## src/rtl/score_sprite_drawer.sv

```systemverilog
`default_nettype none
// +--------------------------------------------------------------------------+
// | Module   : score_sprite_drawer                                           |
// | Purpose  : Overlays a keyed (transparent-colour) sprite from a digit ROM |
// |            onto a VGA background with a fixed 3-clock pixel pipeline.    |
// | Revision : 1.0 - initial release                                         |
// +--------------------------------------------------------------------------+
// | Ports                                                                    |
// |   i_clk2         sole clock, rising edge                                 |
// |   i_rst          synchronous active-high reset                           |
// |   i_x, i_y       current VGA pixel column / row                          |
// |   i_video_on     high in the visible area                                |
// |   i_frame_start  one-cycle pulse; latches i_pos_x/i_pos_y/i_show         |
// |   i_pos_x/y      requested sprite top-left corner                        |
// |   i_show         requested sprite visibility                             |
// |   i_bg_rgb       background colour (RGB 3-3-2)                           |
// |   o_numberaddr   digit ROM address (registered)                          |
// |   i_numberdata   digit ROM data, one clock after the address             |
// |   o_rgb          final pixel colour, 3 clocks after i_x/i_y              |
// |   o_hit          o_rgb is an opaque sprite pixel                         |
// +--------------------------------------------------------------------------+
module score_sprite_drawer #(
  parameter int         SPRITE_W  = 20,
  parameter int         SPRITE_H  = 20,
  parameter logic [7:0] KEY_COLOR = 8'h00
) (
  input  logic       i_clk2,
  input  logic       i_rst,
  input  logic [9:0] i_x,
  input  logic [9:0] i_y,
  input  logic       i_video_on,
  input  logic       i_frame_start,
  input  logic [9:0] i_pos_x,
  input  logic [9:0] i_pos_y,
  input  logic       i_show,
  input  logic [7:0] i_bg_rgb,
  output logic [9:0] o_numberaddr,
  input  logic [7:0] i_numberdata,
  output logic [7:0] o_rgb,
  output logic       o_hit
);

  localparam logic [10:0] C_W11 = 11'(SPRITE_W);
  localparam logic [10:0] C_H11 = 11'(SPRITE_H);

  // Shadow copy of the requested position, updated only on frame start so a
  // position change never tears a frame.
  logic [9:0] r_px;
  logic [9:0] r_py;
  logic       r_show;

  always_ff @(posedge i_clk2) begin
    if (i_rst) begin
      r_px   <= '0;
      r_py   <= '0;
      r_show <= 1'b0;
    end else if (i_frame_start) begin
      r_px   <= i_pos_x;
      r_py   <= i_pos_y;
      r_show <= i_show;
    end
  end

  // Box test in 11 bits so a sprite near column/row 1023 does not wrap.
  logic [10:0] w_x_end;
  logic [10:0] w_y_end;
  logic        w_in_box;

  assign w_x_end  = {1'b0, r_px} + C_W11;
  assign w_y_end  = {1'b0, r_py} + C_H11;
  assign w_in_box = r_show & i_video_on
                  & ({1'b0, i_x} >= {1'b0, r_px}) & ({1'b0, i_x} < w_x_end)
                  & ({1'b0, i_y} >= {1'b0, r_py}) & ({1'b0, i_y} < w_y_end);

  // Sprite-local offsets; only meaningful when w_in_box is set.
  logic [9:0] w_dx;
  logic [9:0] w_dy;
  logic [9:0] w_row_off;
  logic [9:0] w_addr;

  assign w_dx = i_x - r_px;
  assign w_dy = i_y - r_py;

  generate
    if (SPRITE_W == 20) begin : g_mul_shift
      // dy*20 = dy*16 + dy*4, kept off the DSP blocks.
      assign w_row_off = (w_dy << 4) + (w_dy << 2);
    end else begin : g_mul_generic
      assign w_row_off = w_dy * 10'(SPRITE_W);
    end
  endgenerate

  assign w_addr = w_row_off + w_dx;

  // Stage 1: address plus the flags that travel alongside it.
  logic       r1_in_box;
  logic       r1_video_on;
  logic [7:0] r1_bg;

  always_ff @(posedge i_clk2) begin
    if (i_rst) begin
      o_numberaddr <= '0;
      r1_in_box    <= 1'b0;
      r1_video_on  <= 1'b0;
      r1_bg        <= '0;
    end else begin
      o_numberaddr <= w_in_box ? w_addr : '0;
      r1_in_box    <= w_in_box;
      r1_video_on  <= i_video_on;
      r1_bg        <= i_bg_rgb;
    end
  end

  // Stage 2: the ROM samples the address; flags wait one more clock.
  logic       r2_in_box;
  logic       r2_video_on;
  logic [7:0] r2_bg;

  always_ff @(posedge i_clk2) begin
    if (i_rst) begin
      r2_in_box   <= 1'b0;
      r2_video_on <= 1'b0;
      r2_bg       <= '0;
    end else begin
      r2_in_box   <= r1_in_box;
      r2_video_on <= r1_video_on;
      r2_bg       <= r1_bg;
    end
  end

  // Stage 3: colour select. Blanking overrides everything, then opaque
  // sprite pixels override the background.
  logic [7:0] w_rgb;
  logic       w_hit;

  always_comb begin
    w_rgb = 8'h00;
    w_hit = 1'b0;
    if (r2_video_on) begin
      if (r2_in_box && (i_numberdata != KEY_COLOR)) begin
        w_rgb = i_numberdata;
        w_hit = 1'b1;
      end else begin
        w_rgb = r2_bg;
      end
    end
  end

  always_ff @(posedge i_clk2) begin
    if (i_rst) begin
      o_rgb <= 8'h00;
      o_hit <= 1'b0;
    end else begin
      o_rgb <= w_rgb;
      o_hit <= w_hit;
    end
  end

endmodule
`default_nettype wire

```

## config.mk

```make
export PLATFORM = sky130hd
export DESIGN_NAME = score_sprite_drawer
export DESIGN_NICKNAME = d
export VERILOG_FILES = /design/src/rtl/score_sprite_drawer.sv
export SDC_FILE = /design/constraint.sdc
export NUM_CORES = 1
export LEC_CHECK = 0
export CORE_UTILIZATION = 38
export CTS_CLUSTER_DIAMETER = 50
export DETAILED_ROUTE_END_ITERATION = 16
export GPL_ROUTABILITY_DRIVEN = 0
export SYNTH_ARGS = -nofsm -noshare
export SYNTH_HDL_FRONTEND = slang
export SYNTH_SLANG_ARGS = --single-unit
```

## constraint.sdc

```tcl
create_clock -name i_clk2 -period 5.4 [get_ports i_clk2]
set_clock_uncertainty 0.2 [all_clocks]
set_input_delay 1.62 -clock i_clk2 [delete_from_list [all_inputs] [get_ports i_clk2]]
set_output_delay 1.62 -clock i_clk2 [all_outputs]
set_load 0.1 [all_outputs]
```

Word-level counts from Yosys, hierarchy flattened:

Cells that the tools add are included.

* register bits: 60
* bits of input ports: 61
* output and inout bits: 19

* bitwise gates (word level): 7
* order comparisons: 4
* add/sub/neg operators: 6
* reductions and logical operators: 4
* muxes and demuxes: 2

Operators by type and width (count)
* adder 10 x 5 -> 11 bit (second input constant): 2
* < comparator 10 x 11 -> 1 bit: 2
* adder 10 bit: 2
* greater-or-equal comparator 10 bit: 2
* subtractor 10 bit: 1
* 2-to-1 mux 8 bit: 1
* nonzero test 8 bit: 1
* subtractor 8 bit: 1
* AND 1 bit: 5
* OR reduction 2 bit: 2
* NOT 1 bit: 2
* logical AND 1 bit: 1
* 2-to-1 mux 1 bit: 1

Depth between registers and ports, before layout:

* depth in word-level cells: 7
* gate-level depth with buffers: 17

Worst setup path before layout:

Ideal clock, no wire load.

* path type: input port to flip-flop
* from: input port i_y[0]
* to: register o_numberaddr[9]
* library setup time: 70 ps
* cell stages on the path: 16
* path slack: 270 ps
* data arrival time: 4860 ps
* required time: 5130 ps
* path through: inv_1 > ha_1 > inv_1 > fa_1 > a21o_1 > a21oi_1 > xnor2_1 > inv_1 > fa_1 > fa_1 > xor2_1 > xnor2_2 > nor2_1 > mux2_2 > or3_1 > a21oi_1

* longest elaborated chain between the ends: 5
* elaborated cells between the ends (all ways): 9
* classes of those cells: add/sub (3); order compare (2); bitwise (3); reduce/logical (1)

RTL lines
* from (decl): RTL line 30 `input logic [9:0] i_y,`
* parallel branches: the longest is 5 deep, another holds adder 10 bit
* to (signal assigned): RTL line 107 `o_numberaddr <= w_in_box ? w_addr : '0;`
* to (decl): RTL line 37 `output logic [9:0] o_numberaddr,`

Parallel ways; which one is timed is not known.
A chain may end at the register's enable or synchronous reset.

Final worst setup path:

Ends and elaborated chain as after synthesis.

==> results.yml <==
yosys:
  synth_cell_types: 44
  synth_ff_type: "dfxtp_1"
  synth_common_cells: "60 x dfxtp_1, 49 x inv_1, 48 x ha_1"
  syn_nets: 526
  async_flop_share_pct: 0
  ys_warn_count: 0
  synth.area.top_cells: "dfxtp_1 32%, ha_1 16%, fa_1 8.0%, mux2i_1 5.9%, inv_1 4.9%"
  synth_top_cell_area_share_pct: 32.2
  synth_most_common_cell: "dfxtp_1"
  synth-edff-count: 0
  yosys.area.top_type: "dfxtp_1"
  ys_seq_elements: 60
  synth.avg_cell_area_um2: 9.28
  synth_seq_area_share_pct: 32.2
  netlist_area_um2: 3730
  syn_inst: 402
die:
  die_x_um: 101
  start_util_pct: 39.8
  dieArea_um2: 10200
  fp.dieH_um: 101
  num_rows: 35
  core-area_um2: 9370
  ioPinCount: 80
cts:
  cts_max_level: 3
  cts_sinks: 60
  cts_inserted_buffers: 9
  cts_tree: "done"
  worstSkewPairLatency_ns: 0.34
  clk_path_buf_depth: 2
  cts_root_buffer: "clkbuf_8"
  cts_hold_buf: 0
  path_clk_slew_ns: 0.07
global_routing:
  antenna_found_initial: 0
  grt_pass1_wl_um: 13300
  grt_max_degree: 41
  grtUsageTotal_pct: 16.9
  overflow: 0
  grt_pass1_vias: 2985
routing:
  ant_nets: 0
  firstDrtPassIters: 4
  drc: 0
  routed_wirelength_um: 8120
  wl_per_cell_um: 12.7
  drt_iter0_markers: 67
  avgViaCountPerCell: 4.72
  dr_total_vias: 3007
min_path:
  min_path_type: "register to register"
timing:
  worstMarginPinSlew_ns: 0.983
  maxSlewHeadroom_pct: 34.2
  slew_violations: 0
  finalHoldViolCount: 0
  setup_viol: 0
  fmax_mhz: 191
  finalCriticalPeriod_ns: 5.24
  finalHoldWorstSlack_ns: 0.236
  setup_ws_ns: 0.159
  fin_crit_sh_pct: 97.1
placement:
  dp_slack_ns: -0.288
  dpl.hpwl_um: 6620
  io_buffers: 79
run_status:
  outcome: "complete, no violations"
worst_setup_path:
  path_max_fanout: 3
  crit_type: "primary input to register"
  cp_slowest_stage_delay_ns: 0.49
  cp_slowest_cell: "fa_1"
  crit_top_cell: "fa_1"
  crit_path_start_kind: "primary input"
  required_ns: 5.45
  endpoint_kind: "register"
  arrival_ns: 5.29
  worstPathCellList: "clkdlybuf4s50_1, inv_1, ha_1, inv_1, fa_1, buf_4, xor2_1, fa_1, fa_1, ha_1, nand2_1, a2bb2oi_1, a21oi_1, or3_1, a21oi_1"
run:
  drv_cap: 0
cells_and_area:
  fillCellCount: 905
  drive_gt1_share_pct: 9.06
  layout.nets: 627
  areaGrowthSynthToFinish_pct: 34.6
  multi_input_area_um2: 2330
  antenna_cells: 0
  seqCellArea_um2: 1200
power_and_ir_drop:
  power_density_nw_per_um2: 294
  peakVddDrop_v: 0.000152
  leakagePower_nw: 2.19
==> layout by cell type, fill, tap and decap left out, types with 3 or more instances in the layout <==
cell type / instances
o2111ai_1: 3
a21o_1: 5
ha_1: 48
fa_1: 14
xor2_1: 6
o21ai_0: 8
a21oi_2: 3
nor2_1: 41
buf_4: 21
xnor2_1: 17
a21oi_1: 22
nor3_1: 4
inv_1: 49
nand2b_1: 4
a211o_1: 3
mux2i_1: 22
clkbuf_8: 10
dfxtp_1: 60
clkdlybuf4s50_1: 78
a211oi_1: 4
nand2_1: 22
o21a_1: 5
nor2b_1: 22
==> where the power goes <==
part           switching [mW]  internal, mW
Combinational           0.279         0.326
Clock                   0.176         0.225
Sequential             0.0116         0.459
Total                   0.467          1.01
==> layout make-up <==
class	instances	area share (%)
clock buffer	12	2.89
clock inverter	4	0.972
inverter	49	3.66
multi-input combinational	283	46.4
sequential	60	23.9
tap	129	3.21
timing repair buffer	100	18.9
==> worst max-delay path: cells and delay by family <==
family / cells / cell delay [ns]
and+or+nand+nor: 2 / 0.45
adders and majority gates: 5 / 1.84
xor gates and xnor gates: 1 / 0.25
buffers and inverters: 4 / 0.69
AOI/OAI and AO/OA: 3 / 0.45
==> kinds of logic after synthesis <==
| family | synth area share, % |
|---|---|
| simple gates | 13.4 |
| compound gates | 11.7 |
| fa+ha+maj | 24.1 |
| flops | 32.2 |
| buf+inv | 6.03 |
| xor+xnor | 6.30 |
| mux | 6.20 |
==> state kept, by name, indices dropped and copies added (netlist names) <==
name,flops
o_rgb,8
r1_in_box,1
r_show,1
r1_video_on,1
o_hit,1
r2_in_box,1
r_py,10
o_numberaddr,10
r_px,10
r2_video_on,1
r1_bg,8
r2_bg,8
==> per-stage QoR <==
step / instance area (µm²) / TNS [ns] / total power, mW / instances / utilization, %
after floorplan: 3730 / 0 / 0.868 / 402 / -
after global placement: 4800 / -0.190 / 1.06 / 621 / 51.2
after detailed placement: 4800 / -0.339 / 1.07 / 621 / 51.2
after CTS: 4990 / 0 / 1.49 / 637 / 53.3
after global routing: 5020 / -0.00352 / 1.58 / 637 / 53.6
final: 5020 / 0 / 1.48 / 637 / 53.6
==> worst paths after layout <==
path | from | end | slack, ns | depth (start not counted)
hold reg to reg | r1_bg[3] | r2_bg[3] | 0.24 | 1
hold / removal | r1_bg[3] | r2_bg[3] | 0.24 | 1
setup / recovery | i_y[0] | o_numberaddr[9] | 0.16 | 15
setup reg to reg | r_py[1] | o_numberaddr[9] | 1.42 | 17
==> per-layer routing <==
metal | vias up | track usage [%] | wire [µm]
met5 | - | 0 | 0
met2 | 69 | 28.9 | 3900
met4 | 0 | 7.25 | 130
li1 | 1547 | - | -
met3 | 14 | 3.40 | 349
met1 | 1377 | 20.5 | 3740
==> repair_timing <==
action,4_1_cts,5_1_grt
buffers inserted,0,0
gates resized for setup,0,7
endpoints found under the setup margin,0,1
Note: power is estimated with default switching activity, not from simulation.
